File: src/rtl/seg_run_ctrl_if.sv
// seg_run_ctrl_if
// Purpose: groups the control inputs and the position outputs of the
// running-block sequencer into one bundle.
// Signals:
//   start      - one-cycle pulse, begin or resume running
//   stop       - one-cycle pulse, pause (a second stop returns to idle)
//   dir        - 0 = forward 1->8, 1 = reverse 8->1
//   speed[1:0] - step period = TICK_DIV >> speed
//   sel[3:0]   - block position 1..8 for the segment decoder
//   dig_en[3:0]- one-hot digit enable, bit0 = leftmost digit
//   step_pulse - one-cycle strobe coincident with each sel update
//   running    - high while the sequencer is running
// Modports: master drives the controls, slave is the sequencer.
interface seg_run_ctrl_if;
  logic       start;
  logic       stop;
  logic       dir;
  logic [1:0] speed;
  logic [3:0] sel;
  logic [3:0] dig_en;
  logic       step_pulse;
  logic       running;

  modport master (
    output start, stop, dir, speed,
    input  sel, dig_en, step_pulse, running
  );

  modport slave (
    input  start, stop, dir, speed,
    output sel, dig_en, step_pulse, running
  );
endinterface

File: src/rtl/seg_run_ctrl.sv
// seg_run_ctrl
// Purpose: position sequencer for the 7-segment running-block animation.
// Steps sel through 1..8 at a programmable rate and produces the matching
// one-hot digit enable so the block runs along the upper row left-to-right
// and back along the lower row right-to-left.
// Ports:
//   sys_clk - system clock, all logic on the rising edge
//   sys_rst - asynchronous active-high reset
//   bus     - seg_run_ctrl_if.slave (controls in, position/strobes out)
// Parameters:
//   TICK_DIV - clock cycles per step at speed 0 (>= 8, multiple of 8)
//   CNT_W    - prescaler width, must hold TICK_DIV-1
module seg_run_ctrl #(
  parameter int TICK_DIV = 10_000_000,
  parameter int CNT_W    = 32
) (
  input  logic          sys_clk,
  input  logic          sys_rst,
  seg_run_ctrl_if.slave bus
);

  typedef enum logic [1:0] {
    IDLE  = 2'd0,
    RUN   = 2'd1,
    PAUSE = 2'd2
  } state_t;

  localparam logic [CNT_W-1:0] TICK_DIV_C = CNT_W'(TICK_DIV);
  localparam logic [CNT_W-1:0] ONE_C      = CNT_W'(1);

  state_t           state_reg, state_next;
  logic [CNT_W-1:0] cnt_reg, cnt_next;
  logic [3:0]       sel_reg, sel_next;
  logic [3:0]       dig_en_reg, dig_en_next;
  logic             step_pulse_reg, step_pulse_next;
  logic             running_reg, running_next;

  logic [CNT_W-1:0] period_m1;
  logic             sel_legal;

  // TICK_DIV is a multiple of 8, so every shifted period is exact and >= 1.
  assign period_m1 = (TICK_DIV_C >> bus.speed) - ONE_C;
  assign sel_legal = (sel_reg != 4'd0) && (sel_reg <= 4'd8);

  always_comb begin
    state_next      = state_reg;
    cnt_next        = cnt_reg;
    sel_next        = sel_reg;
    step_pulse_next = 1'b0;

    case (state_reg)
      IDLE: begin
        // stop has priority over start; stop alone is a no-op here
        if (!bus.stop && bus.start) begin
          state_next = RUN;
          cnt_next   = '0;
        end
      end
      RUN: begin
        if (bus.stop) begin
          state_next = PAUSE;
        end else if (cnt_reg >= period_m1) begin
          // ">=" so a speed change to a shorter period steps at once
          cnt_next        = '0;
          step_pulse_next = 1'b1;
          if (bus.dir) begin
            sel_next = (sel_reg == 4'd1) ? 4'd8 : sel_reg - 4'd1;
          end else begin
            sel_next = (sel_reg == 4'd8) ? 4'd1 : sel_reg + 4'd1;
          end
        end else begin
          cnt_next = cnt_reg + ONE_C;
        end
      end
      PAUSE: begin
        if (bus.stop) begin
          state_next = IDLE;
          sel_next   = 4'd1;
          cnt_next   = '0;
        end else if (bus.start) begin
          // resume from the frozen count, no clear
          state_next = RUN;
        end
      end
      default: begin
        state_next = IDLE;
        sel_next   = 4'd1;
        cnt_next   = '0;
      end
    endcase

    // A corrupted position is repaired on the next clock without a strobe.
    if (!sel_legal) begin
      sel_next        = 4'd1;
      step_pulse_next = 1'b0;
    end

    running_next = (state_next == RUN);
  end

  // Digit gi is lit for the upper-row position gi+1 and for the lower-row
  // position 8-gi, which walks the lower row right-to-left.
  for (genvar gi = 0; gi < 4; gi++) begin : g_dig
    assign dig_en_next[gi] = (sel_next == 4'(gi + 1)) || (sel_next == 4'(8 - gi));
  end

  always_ff @(posedge sys_clk or posedge sys_rst) begin
    if (sys_rst) begin
      state_reg      <= IDLE;
      cnt_reg        <= '0;
      sel_reg        <= 4'd1;
      dig_en_reg     <= 4'b0001;
      step_pulse_reg <= 1'b0;
      running_reg    <= 1'b0;
    end else begin
      state_reg      <= state_next;
      cnt_reg        <= cnt_next;
      sel_reg        <= sel_next;
      dig_en_reg     <= dig_en_next;
      step_pulse_reg <= step_pulse_next;
      running_reg    <= running_next;
    end
  end

  assign bus.sel        = sel_reg;
  assign bus.dig_en     = dig_en_reg;
  assign bus.step_pulse = step_pulse_reg;
  assign bus.running    = running_reg;

endmodule

File: src/flat_wrapper.sv
// flat-port wrapper written by rule: the top's interface ports become plain ports
module seg_run_ctrl_flat 
#(
  parameter int TICK_DIV = 10_000_000,
  parameter int CNT_W    = 32
)
  (sys_clk, sys_rst, bus_start, bus_stop, bus_dir, bus_speed, bus_sel, bus_dig_en, bus_step_pulse, bus_running);
  seg_run_ctrl_if bus_i ();
  input  logic sys_clk;
  input  logic sys_rst;
  input wire logic [$bits(bus_i.start)-1:0] bus_start;
  input wire logic [$bits(bus_i.stop)-1:0] bus_stop;
  input wire logic [$bits(bus_i.dir)-1:0] bus_dir;
  input wire logic [$bits(bus_i.speed)-1:0] bus_speed;
  output wire logic [$bits(bus_i.sel)-1:0] bus_sel;
  output wire logic [$bits(bus_i.dig_en)-1:0] bus_dig_en;
  output wire logic [$bits(bus_i.step_pulse)-1:0] bus_step_pulse;
  output wire logic [$bits(bus_i.running)-1:0] bus_running;
  assign bus_i.start = bus_start;
  assign bus_i.stop = bus_stop;
  assign bus_i.dir = bus_dir;
  assign bus_i.speed = bus_speed;
  assign bus_sel = bus_i.sel;
  assign bus_dig_en = bus_i.dig_en;
  assign bus_step_pulse = bus_i.step_pulse;
  assign bus_running = bus_i.running;
  seg_run_ctrl #(.TICK_DIV(TICK_DIV), .CNT_W(CNT_W)) u_core (.sys_clk(sys_clk), .sys_rst(sys_rst), .bus(bus_i));
endmodule
File: config.mk
export PLATFORM = sky130hd
export DESIGN_NAME = seg_run_ctrl_flat
export DESIGN_NICKNAME = d
export VERILOG_FILES = /design/src/rtl/seg_run_ctrl_if.sv /design/src/rtl/seg_run_ctrl.sv /design/src/flat_wrapper.sv
export SDC_FILE = /design/constraint.sdc
export NUM_CORES = 1
export LEC_CHECK = 0
export CAP_MARGIN = 20
export CORE_ASPECT_RATIO = 1.75
export CORE_UTILIZATION = 55
export DETAILED_ROUTE_END_ITERATION = 16
export PLACE_DENSITY = 0.71
export SLEW_MARGIN = 25
export SYNTH_ARGS = -nofsm -noshare
export SYNTH_HDL_FRONTEND = slang
export SYNTH_SLANG_ARGS = --single-unit
File: constraint.sdc
create_clock -name sys_clk -period 2.6 [get_ports sys_clk]
set_input_delay 0.52 -clock sys_clk [delete_from_list [all_inputs] [get_ports sys_clk]]
set_output_delay 0.52 -clock sys_clk [all_outputs]
set_load 0.05 [all_outputs]
==> summary.md <==
| Metric | Value |
|---|---|
| Int Pwr | `0.00108 W` |
| Router iterations before antenna repair | `5` |
| Total Die Area | `5960 µm²` |
| Root Buffer | `clkbuf_8` |
| Crit-path max FO | `4` |
| Max incr delay on CP | `0.34 ns` |
| Detail Route Antenna Nets | `0` |
| Global Route Usage Sum | `0.280` |
| First-pass GRT wire length | `12.6 mm` |
| Initial antenna violation count | `0` |
| Cell variety after synth | `55` |
| Mapped cell area | `3100 µm²` |
| Critical Path RT | `2.80 ns` |
| DP Area | `3660 µm²` |
| GRT Max-Usage Layer | `met2` |
| CTS tree | `yes` |
| Final setup viols | `11` |
| Clk sinks | `44` |
| Die Y-Extent | `101 µm` |
| Syn Inst Count | `343` |
| Clk network pwr share | `0.285` |
| Final period utilization | `1.07` |
| HP Class | `reg2reg` |
| CP arrival | `2.97 ns` |
| Vias in the first global route | `2748` |
| DRC Markers | `0` |
| # diodes | `0` |
| Fmax | `360 MHz` |
| Starting Density | `0.581` |
| Max Slew Vio Count | `0` |
| CP delay by family, top | `compound AO/OA/AOI/OAI gates` |
| Most used flip-flop cell after synthesis | `dfrtp_1` |
| Hold Path Cell Cnt | `2` |
| GRT overflow | `0` |
| Setup crit start kind | `primary input` |
| Max-Cap Viols | `0` |
| Final Cell Area | `4100 µm²` |
| Synthesis Warnings | `0` |
| Nets | `459` |
| PnR worst setup slack | `-0.178 ns` |
| Failing checks | `setup timing` |
| Met2 Use GR | `0.538` |
| Worst-path cell chain | `buf_8 > buf_6 > ha_4 > xor2_1 > ha_1 > a21o_1 > nand3_2 > a311oi_2 > o21ai_2 > buf_4 > a21oi_1 > a311oi_4 > xor2_2 > and3b_1` |
| Gate power share | `0.252` |
| Fin crit period | `2.78 ns` |
| Synth async-reset ratio | `1.00` |
| Port buffer count | `16` |
| I/O pins | `17` |
| Worst reg-to-reg path cell count | `9` |
| Num CTS Buffers | `5` |
| Slowest stage cell, crit path | `a311oi_2` |
| #FFs+latches synth | `44` |
| Buf/Inv on CP | `3` |
| Final hold vios | `0` |
| Mean Syn Cell Area | `9.05 µm²` |
| Final core utilization | `0.767` |
| Max reg flops | `32` |
| DR iter-0 viols | `150` |
| Most common cell after layout, fill and taps aside | `dfrtp_1` |
| Met3 Use GR | `0.0281` |
| Slew margin rel. | `0.630` |
| Layout cells sized above 1 | `0.263` |
| Core area | `5340 µm²` |
| CTS clk-pin slew, worst paths | `0.08 ns` |
| Most frequent cells in the layout | `42 x dfrtp_1, 40 x buf_4, 36 x nor2_1` |
| Clk Latency, worst-skew pair | `0.30 ns` |
| Synth-to-Final Area Change | `31.9%` |
| RSZ-0062 raised after global routing | `true` |
| Fillers | `381` |
| Via count | `2837` |
| Leak | `1.92 nW` |
| WL/cell | `16.7 µm` |
| Seq pwr share | `0.462` |
| Pwr dens | `387 nW/µm²` |
| Seq/Total Area, Yosys | `0.356` |
| Layout Skew | `0.00862 ns` |
| Status | `finished with violations` |
| Sw Share | `0.316` |
| Worst Hold Slack | `0.516 ns` |
| CP endpoint kind | `flip-flop` |
| Least-Margin Pin Slew | `0.555 ns` |
| Max VDD drop | `0.000390 V` |
| DR vias/cell | `5.81` |
| Drt total wl | `8.17 mm` |
| Row Count | `35` |
| Post-detail-place hpwl | `5.82 mm` |
| DP Worst Slack | `-0.909 ns` |
| H-Tree Depth | `2` |
| EDFF count, synth | `0` |
| Die Wd | `58.8 µm` |
| Met1 Use GR | `0.289` |
| Worst path depth | `14` |
| NetSw | `0.000501 W` |
| Largest net degree at the start of global routing | `45` |
| Max Root-Sink Buffers | `2` |
| Routability cong. | `0.851` |
| CP Class | `in2reg` |
==> layout make-up <==
type                    count  area (µm²)  area share
clock buffers               6        82.6      0.0202
clock inverters             2        10.0     0.00244
inverters                  22        85.1      0.0208
multi-input cells         276        2160       0.526
flip-flops and latches     44        1100       0.269
well taps                  74        92.6      0.0226
repair buffers             64         566       0.138
==> worst paths after layout <==
kind / start / to / slack [ns]
worst max-delay path: bus_speed[1] / u_core.bus.dig_en[2] / -0.18
worst min-delay path: u_core.cnt_reg[1] / u_core.cnt_reg[1] / 0.52
worst max register to register: u_core.cnt_reg[25] / u_core.bus.dig_en[2] / -0.04
worst min register to register: u_core.cnt_reg[1] / u_core.cnt_reg[1] / 0.52
max in group asynchronous: sys_rst / u_core.bus.step_pulse / 1.55
min in group asynchronous: sys_rst / u_core.cnt_reg[9] / 0.67
==> kinds of logic after synthesis <==
logic type / after synthesis / synth area share
adder cells (fa/ha/maj): 39 / 0.157
other: 1 / 0.00121
AND/OR/NAND/NOR: 126 / 0.204
AO/OA/AOI/OAI: 71 / 0.151
flip-flops: 44 / 0.356
buffers and inverters: 30 / 0.0371
XOR/XNOR: 31 / 0.0875
multiplexers: 1 / 0.00725
==> power by group through the flow <==
stage,Clock (W),Sequential [W],Combinational [W]
after global routing,0.000487,0.000735,0.000435
after floorplan,0,0.000778,0.000183
after global placement,0,0.000744,0.000339
final,0.000452,0.000733,0.000399
after CTS,0.000458,0.000733,0.000368
after detailed placement,0,0.000745,0.000346
==> synth_stat cells, types with 3 or more instances <==
master | n | area, µm²
o21ai_0 | 17 | 85.1
a21o_1 | 3 | 22.5
and3_1 | 5 | 31.3
xor2_1 | 22 | 193
a21oi_1 | 22 | 110
inv_1 | 22 | 82.6
xnor2_1 | 9 | 78.8
nand4_1 | 12 | 75.1
ha_1 | 39 | 488
nor2_1 | 40 | 150
nor4_1 | 3 | 18.8
nor3_1 | 3 | 15.0
and4_1 | 5 | 43.8
dfrtp_1 | 42 | 1050
a31oi_1 | 4 | 25.0
clkbuf_1 | 6 | 22.5
nand3_1 | 11 | 55.1
and2_1 | 3 | 18.8
nand2_1 | 30 | 113
==> per-layer routing <==
metal / up-vias / routed length (µm)
li1: 1349 / -
met1: 1368 / 2830
met2: 82 / 4660
met3: 38 / 193
met4: 0 / 487
met5: - / 0
==> worst min-delay path, cell delays in order (launching register included) <==
cell     delay [ns]
dfrtp_1        0.37
nand2_1        0.05
o21ai_0        0.06
==> what timing repair did <==
action                                  CTS  global route
pin swaps                                15            14
resized for setup                        29            42
hold buffers                              0             0
buffers inserted                          6             4
endpoints found under the setup margin   41            38
==> per-stage QoR <==
| step | instances | TNS [ns] | total power, W |
|---|---|---|---|
| floorplan | 350 | -0.778 | 0.000961 |
| global placement | 470 | -29.42 | 0.00108 |
| detailed placement | 470 | -30.21 | 0.00109 |
| CTS | 484 | -0.368 | 0.00156 |
| global route | 488 | -3.74 | 0.00166 |
| finish | 488 | -0.705 | 0.00158 |
Note: power is estimated with default switching activity, not from simulation.
